## config.mk

```make
export PLATFORM = sky130hd
export DESIGN_NAME = sc_microsequencer
export DESIGN_NICKNAME = d
export VERILOG_FILES = /design/src/rtl/sc_microseq_pkg.sv /design/src/rtl/sc_microseq_stack.sv /design/src/rtl/sc_microsequencer.sv
export SDC_FILE = /design/constraint.sdc
export NUM_CORES = 1
export LEC_CHECK = 0
export CORE_MARGIN = 3
export CORE_UTILIZATION = 55
export CTS_CLUSTER_DIAMETER = 120
export CTS_CLUSTER_SIZE = 20
export DETAILED_ROUTE_END_ITERATION = 16
export DONT_BUFFER_PORTS = 1
export PLACE_DENSITY = 0.71
export SYNTH_ARGS = -nofsm -noshare
export SYNTH_HDL_FRONTEND = slang
export SYNTH_SLANG_ARGS = --single-unit
```

## constraint.sdc

```tcl
create_clock -name SC_MicroSeq_CLOCK_50 -period 2.9 [get_ports SC_MicroSeq_CLOCK_50]
set_input_delay 0.58 -clock SC_MicroSeq_CLOCK_50 [delete_from_list [all_inputs] [get_ports SC_MicroSeq_CLOCK_50]]
set_output_delay 0.58 -clock SC_MicroSeq_CLOCK_50 [all_outputs]
set_load 0.02 [all_outputs]
```

## src/rtl/sc_microseq_pkg.sv

```systemverilog
// Shared encodings and helpers for the ARC microprogram sequencer.
// Covers sequence ops, condition selects, PSR flag positions and DECODE address construction.
package sc_microseq_pkg;

  typedef enum logic [2:0] {
    SEQ_NEXT   = 3'd0,
    SEQ_BRANCH = 3'd1,
    SEQ_DECODE = 3'd2,
    SEQ_CALL   = 3'd3,
    SEQ_RETURN = 3'd4
  } seq_op_e;

  typedef enum logic [2:0] {
    COND_ALWAYS = 3'd0,
    COND_N      = 3'd1,
    COND_Z      = 3'd2,
    COND_V      = 3'd3,
    COND_C      = 3'd4,
    COND_IR13   = 3'd5,
    COND_NOTZ   = 3'd6,
    COND_NEVER  = 3'd7
  } cond_e;

  localparam int FLAG_N = 3;
  localparam int FLAG_Z = 2;
  localparam int FLAG_V = 1;
  localparam int FLAG_C = 0;

  // DECODE target: MSB set, opcode shifted left by two, zeros in between.
  function automatic logic [31:0] dec_addr(input logic [31:0] op,
                                           input int unsigned op_w,
                                           input int unsigned addr_w);
    logic [31:0] mask;
    mask = (32'd1 << op_w) - 32'd1;
    return (32'd1 << (addr_w - 1)) | ((op & mask) << 2);
  endfunction

endpackage

```

## src/rtl/sc_microseq_stack.sv

```systemverilog
// Microcode return-address LIFO, indexed by its occupancy count.
// The caller guarantees push is never asserted when full nor pop when empty.
module sc_microseq_stack
  import sc_microseq_pkg::*;
#(
  parameter int ADDR_W      = 11,
  parameter int STACK_DEPTH = 4,
  parameter int SP_W        = 3
) (
  input  logic              i_clk,
  input  logic              i_rst_n,
  input  logic              i_push,
  input  logic              i_pop,
  input  logic [ADDR_W-1:0] i_data,
  output logic [ADDR_W-1:0] o_top,
  output logic [SP_W-1:0]   o_count,
  output logic              o_full,
  output logic              o_empty
);

  logic [ADDR_W-1:0] r_mem [STACK_DEPTH];
  logic [SP_W-1:0]   r_count;

  always_ff @(posedge i_clk or negedge i_rst_n) begin
    if (!i_rst_n) begin
      r_count <= '0;
      for (int i = 0; i < STACK_DEPTH; i++) r_mem[i] <= '0;
    end else begin
      for (int i = 0; i < STACK_DEPTH; i++) begin
        if (i_push && r_count == SP_W'(i)) r_mem[i] <= i_data;
      end
      if (i_push)     r_count <= r_count + SP_W'(1);
      else if (i_pop) r_count <= r_count - SP_W'(1);
    end
  end

  // Top of stack lives one slot below the count.
  always_comb begin
    o_top = '0;
    for (int i = 0; i < STACK_DEPTH; i++) begin
      if (r_count == SP_W'(i + 1)) o_top = r_mem[i];
    end
  end

  assign o_count = r_count;
  assign o_full  = (r_count == SP_W'(STACK_DEPTH));
  assign o_empty = (r_count == '0);

endmodule

```

## src/rtl/sc_microsequencer.sv

```systemverilog
// ARC microprogram sequencer: registered uPC, PSR, branch condition mux,
// next-address selection with CALL/RETURN via a return stack, sticky stack errors.
module sc_microsequencer
  import sc_microseq_pkg::*;
#(
  parameter int ADDR_W      = 11,
  parameter int OP_W        = 8,
  parameter int COND_W      = 3,
  parameter int FLAGS_W     = 4,
  parameter int STACK_DEPTH = 4,
  parameter int SP_W        = 3
) (
  input  logic               SC_MicroSeq_CLOCK_50,
  input  logic               SC_MicroSeq_RESET_InLow,
  input  logic               SC_MicroSeq_Stall_InHigh,
  input  logic [2:0]         SC_MicroSeq_SeqOp_In,
  input  logic [COND_W-1:0]  SC_MicroSeq_Cond_In,
  input  logic [ADDR_W-1:0]  SC_MicroSeq_JumpAddr_In,
  input  logic [OP_W-1:0]    SC_MicroSeq_IR_OP_In,
  input  logic               SC_MicroSeq_IR13_In,
  input  logic [FLAGS_W-1:0] SC_MicroSeq_Flags_In,
  input  logic               SC_MicroSeq_FlagsWrite_InHigh,
  input  logic               SC_MicroSeq_ErrClear_InHigh,
  output logic [ADDR_W-1:0]  SC_MicroSeq_Addr_Out,
  output logic [FLAGS_W-1:0] SC_MicroSeq_Psr_Out,
  output logic [SP_W-1:0]    SC_MicroSeq_StackCount_Out,
  output logic               SC_MicroSeq_Overflow_Out,
  output logic               SC_MicroSeq_Underflow_Out
);

  logic [ADDR_W-1:0]  r_upc;
  logic [FLAGS_W-1:0] r_psr;
  logic               r_ovf, r_unf;

  logic [ADDR_W-1:0]  w_inc, w_dec, w_next, w_top;
  logic               w_cond, w_push, w_pop, w_full, w_empty;
  logic               w_ovf_set, w_unf_set;

  assign w_inc = r_upc + ADDR_W'(1);
  assign w_dec = ADDR_W'(dec_addr(32'(SC_MicroSeq_IR_OP_In), OP_W, ADDR_W));

  // Conditions look at the registered PSR, so a same-cycle flags write is not seen.
  always_comb begin
    w_cond = 1'b0;
    case (SC_MicroSeq_Cond_In)
      COND_W'(COND_ALWAYS): w_cond = 1'b1;
      COND_W'(COND_N):      w_cond = r_psr[FLAG_N];
      COND_W'(COND_Z):      w_cond = r_psr[FLAG_Z];
      COND_W'(COND_V):      w_cond = r_psr[FLAG_V];
      COND_W'(COND_C):      w_cond = r_psr[FLAG_C];
      COND_W'(COND_IR13):   w_cond = SC_MicroSeq_IR13_In;
      COND_W'(COND_NOTZ):   w_cond = ~r_psr[FLAG_Z];
      default:              w_cond = 1'b0;
    endcase
  end

  always_comb begin
    w_next    = r_upc;
    w_push    = 1'b0;
    w_pop     = 1'b0;
    w_ovf_set = 1'b0;
    w_unf_set = 1'b0;
    if (!SC_MicroSeq_Stall_InHigh) begin
      w_next = w_inc;
      case (SC_MicroSeq_SeqOp_In)
        SEQ_BRANCH: if (w_cond) w_next = SC_MicroSeq_JumpAddr_In;
        SEQ_DECODE: w_next = w_dec;
        SEQ_CALL: begin
          if (w_cond && !w_full) begin
            w_push = 1'b1;
            w_next = SC_MicroSeq_JumpAddr_In;
          end else if (w_cond) begin
            w_ovf_set = 1'b1;
          end
        end
        SEQ_RETURN: begin
          if (!w_empty) begin
            w_pop  = 1'b1;
            w_next = w_top;
          end else begin
            w_next    = '0;
            w_unf_set = 1'b1;
          end
        end
        default: ;
      endcase
    end
  end

  always_ff @(posedge SC_MicroSeq_CLOCK_50 or negedge SC_MicroSeq_RESET_InLow) begin
    if (!SC_MicroSeq_RESET_InLow) begin
      r_upc <= '0;
      r_psr <= '0;
      r_ovf <= 1'b0;
      r_unf <= 1'b0;
    end else begin
      r_upc <= w_next;
      if (SC_MicroSeq_FlagsWrite_InHigh) r_psr <= SC_MicroSeq_Flags_In;
      // A new error outranks a simultaneous clear.
      r_ovf <= w_ovf_set | (r_ovf & ~SC_MicroSeq_ErrClear_InHigh);
      r_unf <= w_unf_set | (r_unf & ~SC_MicroSeq_ErrClear_InHigh);
    end
  end

  sc_microseq_stack #(
    .ADDR_W      (ADDR_W),
    .STACK_DEPTH (STACK_DEPTH),
    .SP_W        (SP_W)
  ) u_stack (
    .i_clk   (SC_MicroSeq_CLOCK_50),
    .i_rst_n (SC_MicroSeq_RESET_InLow),
    .i_push  (w_push),
    .i_pop   (w_pop),
    .i_data  (w_inc),
    .o_top   (w_top),
    .o_count (SC_MicroSeq_StackCount_Out),
    .o_full  (w_full),
    .o_empty (w_empty)
  );

  assign SC_MicroSeq_Addr_Out      = r_upc;
  assign SC_MicroSeq_Psr_Out       = r_psr;
  assign SC_MicroSeq_Overflow_Out  = r_ovf;
  assign SC_MicroSeq_Underflow_Out = r_unf;

endmodule
```

After elaboration in Yosys (flattened, before gate mapping)
Index checks and enable logic that the tools add are counted.
{"block": "totals", "ff_bits": 64, "in_bits": 35, "word_cells": 65}
{"block": "op_classes", "n_addsub": 3, "n_eq_ne": 14, "n_mux": 24, "bitwise": 6, "reduce_logical": 9}
{"op": "2-to-1 mux 11 bit", "n": 7}
{"op": "one-hot mux 11 bit (4 select lines)", "n": 1}
{"op": "== test 3 x 2 -> 1 bit, second input constant", "n": 6}
{"op": "== test 3 bit, second input constant", "n": 5}
{"op": "2-to-1 mux 1 bit", "n": 13}
{"op": "adder 11 x 1 -> 11 bit, second input constant", "n": 1}
{"op": "== test 3 x 1 -> 1 bit, second input constant", "n": 3}
{"op": "one-hot mux 1 bit (7 select lines)", "n": 1}
{"op": "logical NOT 3 bit", "n": 2}
{"op": "2-to-1 mux 3 bit", "n": 2}
{"op": "logical AND 1 bit", "n": 5}
{"op": "adder 3 x 1 -> 3 bit, second input constant", "n": 1}
{"op": "subtractor 3 x 1 -> 3 bit, second input constant", "n": 1}
{"op": "AND 1 bit", "n": 2}
{"op": "inverter 1 bit", "n": 2}
{"op": "bitwise OR 1 bit", "n": 2}
{"op": "nonzero test 2 bit", "n": 1}
{"op": "logical NOT 1 bit", "n": 1}

Longest topological paths before layout
{"block": "depth", "word_depth": 7, "ltp_mapped": 9, "ltp_nobuf": 7}

Cells and area by module
Synthesis repeated with hierarchy kept, for this count alone.
{"block": "hier_totals", "hier_cells": 333, "hier_area_um2": 3699.8}
{"mod": "sc_microseq_stack", "instances": 1, "cells_each": 170, "area_each_um2": 2294.7}
{"mod": "sc_microsequencer", "instances": 1, "cells_each": 163, "area_each_um2": 1405.1}

Worst setup path after synthesis
OpenSTA, ideal clock, no wires.
{"block": "synth_timing", "path_kind": "register to register", "start": "reg u_stack.r_count[2] (netlist: u_stack.o_count[2])", "end": "reg r_upc[2] (netlist: SC_MicroSeq_Addr_Out[2])", "arrival_time_ns": 2.224, "slack_ns": 0.596, "path_stages_with_launch": 9, "cell_sequence": "dfrtp_1 clkinv_1 ha_1 clkbuf_1 nor3b_1 nand2_1 a221oi_1 a211oi_1 a2bb2oi_1"}
{"block": "synth_via", "elab_chain_len": 7, "elab_cells_between_ends": 14, "cone_classes": "4 x eq/ne; 7 x mux; 3 x reduce/logical"}
{"element": "start: declaration", "line_no": "sc_microseq_stack.sv:22", "source": "logic [SP_W-1:0] r_count;"}
{"element": "start signal: assignment", "line_no": "sc_microseq_stack.sv:32", "source": "if (i_push) r_count <= r_count + SP_W'(1);"}
{"element": "start signal: assignment", "line_no": "sc_microseq_stack.sv:33", "source": "else if (i_pop) r_count <= r_count - SP_W'(1);"}
{"element": "== test 3 x 1 -> 1 bit", "line_no": "sc_microseq_stack.sv:41", "source": "if (r_count == SP_W'(i + 1)) o_top = r_mem[i];"}
{"element": "2-to-1 mux 11 bit (4 in series)", "line_no": "sc_microseq_stack.sv:41"}
{"element": "2-to-1 mux 11 bit", "line_no": "sc_microsequencer.sv:77", "source": "if (!w_empty) begin"}
{"element": "one-hot mux 11 bit (4 select lines) *", "line_no": "sc_microsequencer.sv:65", "source": "case (SC_MicroSeq_SeqOp_In)"}
{"element": "end signal: assignment", "line_no": "sc_microsequencer.sv:97", "source": "r_upc <= w_next;"}
{"element": "end: declaration", "line_no": "sc_microsequencer.sv:31", "source": "logic [ADDR_W-1:0] r_upc;"}
Every way passes the cells marked *; elsewhere a longest branch is shown, timed or not.
A chain may end at the register's enable or synchronous reset.

Final worst setup path
{"block": "layout_timing", "start": "reg u_stack.r_count[0] (netlist: u_stack.o_count[0])", "end": "reg u_stack.r_mem[29] in the netlist's numbering"}
{"block": "layout_via", "elab_chain_len": 7, "elab_cells_between_ends": 8, "cone_classes": "2 x eq/ne; 3 x mux; 3 x reduce/logical"}
{"element": "== test 3 bit", "line_no": "sc_microseq_stack.sv:46", "source": "assign o_full = (r_count == SP_W'(STACK_DEPTH));"}
{"element": "logical NOT 1 bit", "line_no": "sc_microsequencer.sv:69", "source": "if (w_cond && !w_full) begin"}
{"element": "logical AND 1 bit", "line_no": "sc_microsequencer.sv:69"}
{"element": "2-to-1 mux 1 bit", "line_no": "sc_microsequencer.sv:69"}
{"element": "2-to-1 mux 1 bit", "line_no": "sc_microsequencer.sv:65"}
{"element": "2-to-1 mux 1 bit", "line_no": "sc_microsequencer.sv:63", "source": "if (!SC_MicroSeq_Stall_InHigh) begin"}
{"element": "logical AND 1 bit *", "line_no": "sc_microseq_stack.sv:30", "source": "if (i_push && r_count == SP_W'(i)) r_mem[i] <= i_data;"}
{"element": "end signal: indexed assignment", "line_no": "sc_microseq_stack.sv:30"}
{"element": "end: declaration", "line_no": "sc_microseq_stack.sv:21", "source": "logic [ADDR_W-1:0] r_mem [STACK_DEPTH];"}
Marked as above.

==> reports/summary.txt <==
POWER AND IR DROP
-----------------------------------------------------------------------------------------------------------------
P_leak                                                                                                 0.00162 µW
Worst IR drop on VDD                                                                                       476 µV
Power Dens Cells                                                                                       825 nW/µm²

GRT
-----------------------------------------------------------------------------------------------------------------
Total routing resource utilization after global routing                                                     25.3%
Global-route congestion overflow total                                                                          0
First-pass GRT wire length                                                                               14000 µm
Number of antenna violations at the first check in global routing                                               0
Maximum number of pins on one net before global-route repair                                                   65
Via count of the first global-routing pass                                                                   2663

TIMING
-----------------------------------------------------------------------------------------------------------------
Final-report hold violation count                                                                               0
Final Critical Period                                                                                     2540 ps
Final Setup Violations                                                                                          0
Highest Clock Rate                                                                                      0.394 GHz
Unrepaired setup endpoints after global routing                                                                no
Final-report max-slew violation count                                                                           0
Worst rel slew slack                                                                                        40.8%
Setup TNS                                                                                                    0 ps
Setup skew after layout                                                                                   6.82 ps
Slew at the pin closest to its max-slew limit                                                              887 ps
Tcrit/Tclk final                                                                                            87.6%

FINISH
-----------------------------------------------------------------------------------------------------------------
Filler Cells Inserted                                                                                         501
Total Nets Final                                                                                              383
Total area of sequential cells                                                                           1600 µm²
Layout Area Growth over Synthesis                                                                           9.12%
Antenna Cells                                                                                                   0
Area of the multi-input gates                                                                            1700 µm²
Final core utilization                                                                                      62.6%
Final Instance Count excl. Fillers                                                                            421
Share of layout cells above drive strength 1                                                                17.3%

FLOORPLAN
-----------------------------------------------------------------------------------------------------------------
Die Outline Area                                                                                         7190 µm²
Width of the die                                                                                          84.8 µm
Die outline height                                                                                        84.8 µm
I/O pin cnt                                                                                                    55
Core Footprint                                                                                           5960 µm²
# rows                                                                                                         28
Effective utilization at floorplan                                                                          57.4%

ROUTE
-----------------------------------------------------------------------------------------------------------------
DR vias/cell                                                                                                 6.47
Average wire per standard cell                                                                            20.7 µm
Number of iterations in the first detailed-routing pass                                                         6
Final routed wirelength across all metal layers                                                           8730 µm
Initial DRC Count                                                                                             185
Drt drc                                                                                                         0
DRT antenna net count                                                                                           0
Via count                                                                                                    2723

CRITICAL PATH
-----------------------------------------------------------------------------------------------------------------
Critical R2R Capture                                                                                 u_stack.r_mem[29]
Crit Reg-Reg Startpoint                                                                              u_stack.o_count[0]
Required time at the worst-slack endpoint                                                                 3120 ps
Top fanout value on the critical path                                                                          17
FF-to-FF path depth                                                                                             6
Worst setup path startpoint                                                                          u_stack.o_count[0]
Element type at the critical path start                                                                 flip-flop
Internal reg-to-reg setup slack                                                                            360 ps
Arrival @ worst endpoint                                                                                  2760 ps
Crit path capture type                                                                                  flip-flop
Critical path endpoint                                                                               u_stack.r_mem[29]
Worst setup path class                                                                               flip-flop to flip-flop

LOGIC SYNTHESIS
-----------------------------------------------------------------------------------------------------------------
Synthesized area per cell                                                                                10.1 µm²
Area share of the largest cell type after synthesis                                                         46.9%
Most area-consuming cells after synthesis                                                            sky130_fd_sc_hd__dfrtp_1 (47%), sky130_fd_sc_hd__mux2_2 (7.9%), sky130_fd_sc_hd__nand2_1 (7.1%)
Register bit count reported by yosys                                                                           64
Most frequently used cell type in the post-synthesis netlist                                         sky130_fd_sc_hd__nand2_1
Number of flops mapped to enable cells by yosys                                                                 0
Most used flip-flop cell after synthesis                                                             sky130_fd_sc_hd__dfrtp_1
Combinational family with the most area after synthesis                                              compound AO/OA/AOI/OAI gates
Unique cell type count in the Yosys netlist                                                                    53
Arithmetic-cell share of the synthesized area counting full adders, half adders and majority gates          2.56%
Share of the yosys chip area belonging to registers                                                         46.9%
YS warnings                                                                                                     0
Synthesized area                                                                                         3420 µm²
Complex-gate fraction of the synthesized area                                                               19.9%
Post-Synth XOR/XNOR Area                                                                                    2.82%
Share of async-settable or async-resettable flops after synthesis                                            100%
Post-Synth Simple-Gate Area                                                                                 15.6%
Instance count of the mapped netlist                                                                          338
Mux share of post-synthesis cell area                                                                       8.79%
Syn Nets                                                                                                      380
Largest area contributor in the netlist                                                              sky130_fd_sc_hd__dfrtp_1
Commonest cells in the netlist                                                                       sky130_fd_sc_hd__nand2_1 (65), sky130_fd_sc_hd__dfrtp_1 (64), sky130_fd_sc_hd__o21ai_0 (29)

CLOCKING
-----------------------------------------------------------------------------------------------------------------
CTS Root Buffer Type                                                                                 sky130_fd_sc_hd__clkbuf_8
Clock-pin slew on the worst setup and hold paths                                                            70 ps
Number of levels the H-tree was split into                                                                      3
Clk Latency, worst-skew pair                                                                               340 ps
Sinks on Clock Net                                                                                             64
CTS tree                                                                                                     done
TritonCTS buffer count                                                                                          9
Longest Clk Path Bufs                                                                                           2

MIN PATH
-----------------------------------------------------------------------------------------------------------------
Worst hold path class                                                                                input pin to async pin

PLACED DESIGN
-----------------------------------------------------------------------------------------------------------------
DP Wirelength                                                                                             5930 µm
Placer's final routability congestion estimate                                                              0.848
Instance count after placement with tap cells included                                                        404
IO buf count                                                                                                    0

RUN
-----------------------------------------------------------------------------------------------------------------
Number of max-cap violations                                                                                    0

RUN STATUS
-----------------------------------------------------------------------------------------------------------------
Result of the run                                                                                    finished, final reports clean

[worst max-delay path, stage by stage (launching register included)]
cell and delay (ps):
sky130_fd_sc_hd__dfrtp_1 510, sky130_fd_sc_hd__inv_1 160, sky130_fd_sc_hd__ha_1 260, sky130_fd_sc_hd__nand2_1 130, sky130_fd_sc_hd__and4_1 370, sky130_fd_sc_hd__o2111ai_2 530
sky130_fd_sc_hd__mux2_2 470
[cells in the final DEF, fill, tap and decap left out, drive strengths merged, types with 3 or more instances in the layout]
master,n
nand2,65
buf,10
a21oi,4
nor2,5
a221oi,14
o21ai,29
mux2,24
xor2,3
a32oi,3
a2bb2oi,7
xnor2,8
nand3,8
ha,7
nand3b,5
mux2i,3
a211oi,9
clkinv,3
clkbuf,13
nor3,7
o211ai,5
inv,10
dfrtp,64
nor3b,7
[through the flow]
stage | cell area (µm²) | power [µW] | hold WS (ps) | worst slack, ps
detailed placement | 3500 | 2280 | 286 | 397
CTS | 3730 | 3080 | 116 | 371
floorplan | 3420 | 1990 | 284 | 596
global route | 3730 | 3240 | 109 | 227
finish | 3730 | 3080 | 86.8 | 360
global placement | 3500 | 2250 | 286 | 441
[cell type report]
type / instances / share of cell area [%]
clock buffers: 13 / 4.26
clock inverters: 3 / 1.07
inverters: 11 / 1.11
multi-input cells: 245 / 45.5
flip-flops and latches: 64 / 43.0
well taps: 75 / 2.52
repair buffers: 10 / 2.55
[sequential cells by signal, summed over array words and instances, names as in the netlist]
signal / count
SC_MicroSeq_Underflow_Out: 1
u_stack.r_mem: 44
SC_MicroSeq_Addr_Out: 11
SC_MicroSeq_Overflow_Out: 1
SC_MicroSeq_Psr_Out: 4
u_stack.o_count: 3
[power breakdown]
group          leakage (µW)  switching, µW  internal (µW)  total [µW]
clock network      0.000103            341            442         783
logic              0.000679            580            384         964
registers          0.000842            241           1090        1330
total               0.00162           1160           1910        3080
[logic make-up after synthesis]
family,Yosys count
buffers and inverters,29
adders and majority gates,7
muxes,27
AOI/OAI and AO/OA,90
xor gates and xnor gates,11
and+or+nand+nor,110
DFF,64
[worst min-delay path by stage]
| stage | startpoint | end | slack [ps] |
|---|---|---|---|
| 4_1_cts | SC_MicroSeq_RESET_InLow | u_stack.o_count[1] | 120 |
| 3_3_place_gp | SC_MicroSeq_RESET_InLow | SC_MicroSeq_Psr_Out[0] | 290 |
| 5_1_grt | SC_MicroSeq_RESET_InLow | SC_MicroSeq_Overflow_Out | 110 |
| 3_5_place_dp | SC_MicroSeq_RESET_InLow | u_stack.o_count[0] | 290 |
| 2_1_floorplan | SC_MicroSeq_RESET_InLow | SC_MicroSeq_Addr_Out[0] | 280 |
| 6_report | SC_MicroSeq_RESET_InLow | u_stack.o_count[1] | 90 |
[what timing repair did]
| item | in CTS | in global routing |
|---|---|---|
| hold buffers | 1 | 0 |
| gates resized for setup | 0 | 0 |
| buffers inserted | 0 | 0 |
| hold endpoints to repair | 64 | 0 |
[metal layers]
| layer | share of wire [%] | track usage, % | wire length (µm) |
|---|---|---|---|
| met4 | 2.3 | 10.2 | 199 |
| met2 | 46 | 38.8 | 4060 |
| met3 | 7.5 | 5.34 | 651 |
| met5 | 0 | 0 | 0 |
| met1 | 44 | 35.1 | 3820 |
(Power assumes the default switching activity.)
